[config.mk]
export PLATFORM = sky130hd
export DESIGN_NAME = shared_accum_scheduler
export DESIGN_NICKNAME = d
export VERILOG_FILES = /design/src/rtl/shared_accum_scheduler.sv
export SDC_FILE = /design/constraint.sdc
export NUM_CORES = 1
export LEC_CHECK = 0
export ABC_AREA = 1
export BUFFER_PORTS_ARGS = -buffer_cell sky130_fd_sc_hd__buf_2
export CAP_MARGIN = 25
export CORE_MARGIN = 2
export CORE_UTILIZATION = 37
export CTS_BUF_LIST = sky130_fd_sc_hd__clkbuf_8
export CTS_CLUSTER_SIZE = 20
export DETAILED_ROUTE_END_ITERATION = 12
export GPL_TIMING_DRIVEN = 1
export SYNTH_ARGS = -nofsm -noshare
export SYNTH_HDL_FRONTEND = slang
export SYNTH_SLANG_ARGS = --single-unit
[constraint.sdc]
create_clock -name clk -period 2.6 [get_ports clk]
set_input_delay 0.52 -clock clk [delete_from_list [all_inputs] [get_ports clk]]
set_output_delay 0.52 -clock clk [all_outputs]
set_load 0.02 [all_outputs]
[src/rtl/shared_accum_scheduler.sv]
// ============================================================================
// shared_accum_scheduler: round-robin arbiter serialising add/load updates onto
// one shared accumulator. Optional macro SCHED_PRIORITY_EN (requester 0 fixed
// top priority). Rev 1.0
// ============================================================================
`default_nettype none

module shared_accum_scheduler #(
  parameter int NUM_REQ = 4,
  parameter int DATA_W  = 8
) (
  input  logic                        clk,
  input  logic                        rst,
  input  logic [NUM_REQ-1:0]          req,
  input  logic [NUM_REQ-1:0]          op_sel,
  input  logic [NUM_REQ*DATA_W-1:0]   count_in,
  output logic [NUM_REQ-1:0]          gnt,
  output logic                        done,
  output logic [2:0]                  done_id,
  output logic [DATA_W-1:0]           accum_out,
  output logic                        ovf,
  output logic [31:0]                 op_count,
  output logic                        busy
);

  localparam int PTR_W = (NUM_REQ > 1) ? $clog2(NUM_REQ) : 1;
  localparam int IDX_W = PTR_W + 1;

  typedef enum logic [1:0] {
    S_IDLE = 2'd0,
    S_EXEC = 2'd1,
    S_WB   = 2'd2
  } state_t;

  state_t              state_q, state_d;
  logic [PTR_W-1:0]    rr_ptr_q, rr_ptr_d;
  logic [PTR_W-1:0]    win_q, win_d;
  logic                op_q, op_d;
  logic [DATA_W-1:0]   cnt_q, cnt_d;
  logic [NUM_REQ-1:0]  gnt_q, gnt_d;
  logic                done_q, done_d;
  logic [2:0]          done_id_q, done_id_d;
  logic [DATA_W-1:0]   accum_q, accum_d;
  logic                ovf_q, ovf_d;
  logic [31:0]         op_count_q, op_count_d;
  logic                busy_q, busy_d;

  logic                rr_found;
  logic [PTR_W-1:0]    rr_pick;
  logic [IDX_W-1:0]    scan_idx;
  logic                prio0;
  logic [DATA_W+1:0]   prod2, prod3;
  logic [DATA_W+2:0]   sum;

  // First set request scanning upward from rr_ptr, wrapping at NUM_REQ.
  always_comb begin
    rr_found = 1'b0;
    rr_pick  = '0;
    scan_idx = '0;
    for (int k = 0; k < NUM_REQ; k++) begin
      scan_idx = {1'b0, rr_ptr_q} + IDX_W'(k);
      if (scan_idx >= IDX_W'(NUM_REQ)) begin
        scan_idx = scan_idx - IDX_W'(NUM_REQ);
      end
      if (!rr_found && req[scan_idx[PTR_W-1:0]]) begin
        rr_found = 1'b1;
        rr_pick  = scan_idx[PTR_W-1:0];
      end
    end
  end

`ifdef SCHED_PRIORITY_EN
  assign prio0 = req[0];
`else
  assign prio0 = 1'b0;
`endif

  assign prod2 = {1'b0, cnt_q, 1'b0};
  assign prod3 = {2'b00, cnt_q} + {1'b0, cnt_q, 1'b0};
  assign sum   = {3'b000, accum_q} + {1'b0, prod2};

  always_comb begin
    state_d    = state_q;
    rr_ptr_d   = rr_ptr_q;
    win_d      = win_q;
    op_d       = op_q;
    cnt_d      = cnt_q;
    gnt_d      = gnt_q;
    done_d     = 1'b0;
    done_id_d  = done_id_q;
    accum_d    = accum_q;
    ovf_d      = ovf_q;
    op_count_d = op_count_q;

    case (state_q)
      S_IDLE: begin
        if (|req) begin
          state_d = S_EXEC;
          if (prio0) begin
            win_d = '0;
          end else begin
            win_d    = rr_pick;
            rr_ptr_d = (rr_pick == PTR_W'(NUM_REQ - 1)) ? '0 : rr_pick + 1'b1;
          end
          op_d  = op_sel[win_d];
          cnt_d = count_in[win_d*DATA_W +: DATA_W];
          gnt_d = NUM_REQ'(1) << win_d;
        end
      end
      S_EXEC: begin
        // Result lands together with the done pulse in the WB cycle.
        state_d    = S_WB;
        gnt_d      = '0;
        done_d     = 1'b1;
        done_id_d  = 3'(win_q);
        op_count_d = op_count_q + 32'd1;
        if (op_q) begin
          accum_d = prod3[DATA_W-1:0];
        end else begin
          accum_d = sum[DATA_W-1:0];
          ovf_d   = ovf_q | (|sum[DATA_W+2:DATA_W]);
        end
      end
      S_WB: begin
        state_d = S_IDLE;
      end
      default: begin
        state_d = S_IDLE;
        gnt_d   = '0;
      end
    endcase

    busy_d = (state_d != S_IDLE);
  end

  always_ff @(posedge clk or posedge rst) begin
    if (rst) begin
      state_q    <= S_IDLE;
      rr_ptr_q   <= '0;
      win_q      <= '0;
      op_q       <= 1'b0;
      cnt_q      <= '0;
      gnt_q      <= '0;
      done_q     <= 1'b0;
      done_id_q  <= '0;
      accum_q    <= '0;
      ovf_q      <= 1'b0;
      op_count_q <= '0;
      busy_q     <= 1'b0;
    end else begin
      state_q    <= state_d;
      rr_ptr_q   <= rr_ptr_d;
      win_q      <= win_d;
      op_q       <= op_d;
      cnt_q      <= cnt_d;
      gnt_q      <= gnt_d;
      done_q     <= done_d;
      done_id_q  <= done_id_d;
      accum_q    <= accum_d;
      ovf_q      <= ovf_d;
      op_count_q <= op_count_d;
      busy_q     <= busy_d;
    end
  end

  assign gnt       = gnt_q;
  assign done      = done_q;
  assign done_id   = done_id_q;
  assign accum_out = accum_q;
  assign ovf       = ovf_q;
  assign op_count  = op_count_q;
  assign busy      = busy_q;

endmodule

`default_nettype wire

# Word level (Yosys, flattened, before mapping)

Index checks and enable logic that the tools add are counted.

Memory bits (writable): 0
Word-level logic and storage cells: 84
Output and inout port bits: 50
Memories: 0
ROM bits: 0
Bits in registers: 64
Bits in latches: 0

$add $sub $neg: 11
Reductions and logical operators: 13
$lt $le $gt $ge: 9
Bitwise logic cells: 3
Muxes and demuxes: 30
Equal/unequal tests: 4
Shift-type cells: 2
Multiply operators: 0
Div/mod/pow operators: 0

Operators by type and width:

| kind                                                                                 | count |
|---|---|
| 32-bit by 1-bit adder with 32-bit output (second input constant)                     | 1 |
| 32-bit by 6-bit variable part select with 8-bit output                               | 1 |
| 2-bit two-way mux                                                                    | 12 |
| 2-bit by 3-bit less-than comparator with 1-bit output (second input constant)        | 5 |
| 8-bit by 9-bit adder with 10-bit output                                              | 1 |
| 1-bit binary-select mux with 2-bit select                                            | 5 |
| 3-bit greater-or-equal comparator (second input constant)                            | 3 |
| 1-bit two-way mux                                                                    | 9 |
| 8-bit adder                                                                          | 1 |
| 8-bit two-way mux                                                                    | 1 |
| 4-bit one-hot mux with 2 select lines                                                | 1 |
| 2-bit by 1-bit subtractor with 2-bit output (second input constant)                  | 4 |
| 2-bit by 2-bit adder with 3-bit output (second input constant)                       | 2 |
| 2-bit AND reduction                                                                  | 3 |
| 2-bit == test (second input constant)                                                | 2 |
| 4-bit two-way mux                                                                    | 1 |
| 2-bit one-hot mux with 2 select lines                                                | 1 |
| 4-bit OR reduction                                                                   | 1 |
| 1-bit by 2-bit left shift with 4-bit output (first input constant)                   | 1 |
| 2-bit by 1-bit adder with 3-bit output (second input constant)                       | 1 |
| 2-bit by 3-bit greater-or-equal comparator with 1-bit output (second input constant) | 1 |
| 1-bit logical AND                                                                    | 3 |
| 1-bit logical NOT                                                                    | 3 |
| 3-bit OR reduction                                                                   | 1 |
| 7 further kinds                                                                      | 8 |

# Depth between registers and ports, before layout

Depth in word-level cells: 19
Gate-level depth with buffers: 17
Depth with buffers taken out: 15

# Worst setup path after synthesis

OpenSTA, ideal clock, no wires.

Path kind: input-to-reg
From: input port req[3]
To: register rr_ptr_q[1]
Arrival time: 1.741 ns
Library setup time: 0.126 ns
Data required time: 2.474 ns
Path buffers: 1
Slack: 0.733 ns
Stages: 12
Cells stage by stage: inv_1 -> nand2_1 -> nand3_1 -> nand2_2 -> nor2_8 -> nand2_2 -> nand2_4 -> nand2_4 -> buf_6 -> ha_1 -> nand2_1 -> o21ai_0

Longest elaborated chain between the ends: 14

Ends and longest elaborated chain:

| element                                                                 | line | text |
|---|---|---|
| start, declared                                                         | 14   | `input logic [NUM_REQ-1:0] req,` |
| 1-bit binary-select mux with 2-bit select                               | 65   | `if (!rr_found && req[scan_idx[PTR_W-1:0]]) begin` |
| 1-bit two-way mux (not written as such)                                 | 65   |  |
| 1-bit two-way mux                                                       | 65   |  |
| 1-bit logical NOT                                                       | 65   |  |
| 1-bit logical AND                                                       | 65   |  |
| 1-bit two-way mux                                                       | 65   |  |
| 1-bit logical NOT                                                       | 65   |  |
| 1-bit logical AND                                                       | 65   |  |
| 1-bit two-way mux                                                       | 65   |  |
| 1-bit logical NOT                                                       | 65   |  |
| 1-bit logical AND                                                       | 65   |  |
| 2-bit two-way mux *                                                     | 65   |  |
| named net rr_pick[0]                                                    | 49   | `logic [PTR_W-1:0] rr_pick;` |
| 2-bit by 1-bit adder with 2-bit output or 2-bit == test (tied branches) | 103  | `rr_ptr_d = (rr_pick == PTR_W'(NUM_REQ - 1)) ? '0 : rr_pick + 1'b1;` |
| 2-bit two-way mux *                                                     | 103  |  |
| end signal, assigned                                                    | 152  | `rr_ptr_q <= rr_ptr_d;` |
| end, declared                                                           | 36   | `logic [PTR_W-1:0] rr_ptr_q, rr_ptr_d;` |

Mark *: on every way through the listed nets, which the timed path passes. The rest lies on a longest branch. The select of a mux whose other input is x is not followed.
A chain may end at the register's enable or synchronous reset.

# Worst setup path after layout

From: register rr_ptr_q[0]
To: register gnt_q[0] (netlist: gnt[0])

Longest elaborated chain between the ends: 19

Ends and longest elaborated chain:

| element                                                                         | line | text |
|---|---|---|
| branches (longest 13 deep; another with 2-bit by 1-bit adder with 3-bit output) | -    |  |
| 2-bit two-way mux *                                                             | 65   |  |
| 2-bit two-way mux *                                                             | 97   | `if (\|req) begin` |
| 2-bit two-way mux *                                                             | 95   | `case (state_q)` |
| 1-bit by 2-bit left shift with 4-bit output *                                   | 107  | `gnt_d = NUM_REQ'(1) << win_d;` |
| 4-bit two-way mux *                                                             | 97   |  |
| 4-bit one-hot mux with 2 select lines *                                         | 95   |  |
| end signal, assigned                                                            | 156  | `gnt_q <= gnt_d;` |
| end, declared                                                                   | 40   | `logic [NUM_REQ-1:0] gnt_q, gnt_d;` |

Mark *: on every way between the ends. The select of a mux whose other input is x is not followed.

==> results.sh <==
export IMPL_synth_edf_count=0
export IMPL_status="finished clean"
export IMPL_grt_met3_usage_pct=3.390
export IMPL_ir_worst_vdd_v=0.0005040
export IMPL_viasPerCell=4.678
export IMPL_drc_errors=0
export IMPL_grt_util_met1_pct=21.31
export IMPL_cp_start_kind="register"
export IMPL_setup_viol=0
export IMPL_synth_seq_area_share_pct=39.50
export IMPL_overflow=0
export IMPL_crit_type="register to register"
export IMPL_grt_pass1_vias=3454
export IMPL_rows=37
export IMPL_p_leak_nw=2.659
export IMPL_yosys_area_top_type="dfrtp_1"
export IMPL_diodes=0
export IMPL_syn_cell_area_um2=3991
export IMPL_yosysWarnings=0
export IMPL_grt_busiest_layer="met2"
export IMPL_grt_usage_pct=16.87
export IMPL_period_share_pct=81.95
export IMPL_fin_area_um2=4797
export IMPL_hpwlAfterDp_um=7253
export IMPL_maxSlewViolCount=0
export IMPL_htreeDepth=3
export IMPL_ctsHoldBuffers=0
export IMPL_antenna_found_initial=0
export IMPL_drt_initial_drc_count=142
export IMPL_placed_cell_area_um2=4588
export IMPL_synth_nets=590
export IMPL_use_met2_pct=28.17
export IMPL_chipWidth_um=107.9
export IMPL_tns_ns=0
export IMPL_ys_ff_latch=63
export IMPL_period_minus_slack_ns=2.131
export IMPL_syn_inst=528
export IMPL_rsz0062_at_grt="false"
export IMPL_final_hold_viol_count=0
export IMPL_vias=3579
export IMPL_cts_sinks=63
export IMPL_numCtsBuffers=9
export IMPL_cts_root_buf="clkbuf_8"
export IMPL_path_max_fanout=22
export IMPL_arrival_ns=2.36
export IMPL_tightest_slew_ns=0.6778
export IMPL_insertion_delay_ns=0.33
export IMPL_synthTopCellsByCount="nand2_1, inv_1, dfrtp_1"
export IMPL_wl_um=9159
export IMPL_final_nets=686
export IMPL_grt_pass1_wl_um=15680
export IMPL_clk_pin_slew_ns=0.07
export IMPL_postSynthAreaPerCell_um2=7.559
export IMPL_place_congestion=0.9385
export IMPL_worstPathRequired_ns=2.83
export IMPL_io_pin_count=92
export IMPL_hp_class="input pin to asynchronous set/reset pin"
export IMPL_drive_gt1_share_pct=21.94
export IMPL_nFillCells=1046
export IMPL_io_buffers=90
export IMPL_areaGrowthSynthToFinish_pct=20.19
export IMPL_dp_slack_ns=0.4223
export IMPL_cts_resized=0
export IMPL_synth_main_ff_cell="dfrtp_1"
export IMPL_cts_tree="built"
export IMPL_yosysMostFrequentCell="nand2_1"
export IMPL_crit_path_end_kind="register"
export IMPL_first_pass_iters=4
export IMPL_worst_slack_ns=0.4692
export IMPL_drv_cap=0
export IMPL_wl_per_cell_um=11.97
export IMPL_fmax_ghz=0.4693
export IMPL_worst_clock_skew_ns=0.003749
export IMPL_grt_max_degree=34
export IMPL_synthDistinctLibCells=38
export IMPL_async_flop_share_pct=100.0
export IMPL_cts_setup_buffers=0
export IMPL_initial_utilization_pct=38.32
export IMPL_netlist_area_leader_share_pct=39.50
export IMPL_clockBufferDepth=2
export IMPL_post_route_util_pct=46.05
export IMPL_synth_area_leaders="dfrtp_1, nand2_1, nand3_1"
export IMPL_relSlewSlack_pct=54.75
export IMPL_pwr_density_cell_nw_per_um2=1182
export IMPL_ant_nets=0
export IMPL_core_area_um2=10420
export IMPL_die_h_um=107.9
export IMPL_dieArea_um2=11630
[power by group]
group	total (mW)	switching [mW]	internal, mW
clock	0.893	0.378	0.515
combinational	3.22	2.08	1.14
sequential	1.56	0.301	1.26
total	5.67	2.76	2.91
[final timing paths]
path	slack, ns	from	depth (start not counted)	endpoint
setup reg to reg	0.47	rr_ptr_q[0]$_DFFE_PP0P_	12	gnt[0]$_DFFE_PP0P_
min in group clk	0.48	count_in[19]	5	cnt_q[3]$_DFFE_PP0P_
hold reg to reg	0.49	op_count[18]$_DFFE_PP0P_	1	op_count[18]$_DFFE_PP0P_
setup / recovery	0.47	rr_ptr_q[0]$_DFFE_PP0P_	12	gnt[0]$_DFFE_PP0P_
hold / removal	0.28	rst	2	op_count[10]$_DFFE_PP0P_
max in group asynchronous	1.71	rst	3	rr_ptr_q[1]$_DFFE_PP0P_
[critical path: stages, from the launching register on]
cell     delay (ns)
dfrtp_1        0.59
inv_6          0.09
nand2_1        0.09
nand2_2        0.07
nand2_1        0.11
nand2_4        0.08
nor2_8         0.12
nand4_4        0.16
nand2_4        0.25
inv_2          0.14
ha_1           0.21
nand2_1        0.06
nand2_1        0.04
[logic make-up after synthesis]
kind of cell | Yosys count | synth area share, %
AO/OA/AOI/OAI | 35 | 5.016
buffers and inverters | 83 | 8.840
XOR/XNOR | 31 | 6.802
flip-flops | 63 | 39.50
AND/OR/NAND/NOR | 295 | 33.10
other | 1 | 0.09395
adder cells (fa/ha/maj) | 20 | 6.646
[placed cells by master, fill, tap and decap left out, drive strengths merged, types with 10 or more instances in the layout]
cell / n
a21oi: 14
buf: 95
clkbuf: 12
dfrtp: 63
ha: 18
inv: 74
nand2: 180
nand3: 50
nand4: 10
nor2: 40
o21ai: 12
xor2: 22
[layer usage]
metal | wire length [um] | up-vias
met5 | 0 | -
met4 | 187 | 0
met3 | 459 | 20
met2 | 4185 | 100
met1 | 4326 | 1601
li1 | - | 1858
[flip-flops by register name (all words and copies together), names as in the netlist]
signal and cells:
op_count 32, gnt 4, done 1, win_q 2
accum_out 8, cnt_q 8, state_q 1, ovf 1
rr_ptr_q 2, busy 1, done_id 2, op_q 1
[per-stage QoR]
| stage | std cells | hold WS, ns | total power, mW |
|---|---|---|---|
| after floorplan | 528 | 0.4781 | 4.148 |
| after global placement | 749 | 0.4670 | 4.740 |
| after detailed placement | 749 | 0.4830 | 4.817 |
| after CTS | 765 | 0.2987 | 5.728 |
| after global routing | 765 | 0.3279 | 6.294 |
| final | 765 | 0.2822 | 5.670 |
[layout make-up]
class / instances / area, um2 / share of cell area, %
Timing Repair Buffer: 95 / 500.5 / 10.43
Clock inverter: 4 / 43.79 / 0.9129
Inverter: 73 / 279.0 / 5.816
Multi-Input combinational cell: 382 / 2062 / 42.98
Sequential cell: 63 / 1577 / 32.86
Clock buffer: 12 / 165.2 / 3.443
Tap cell: 136 / 170.2 / 3.547
Note: power is estimated with default switching activity, not from simulation.
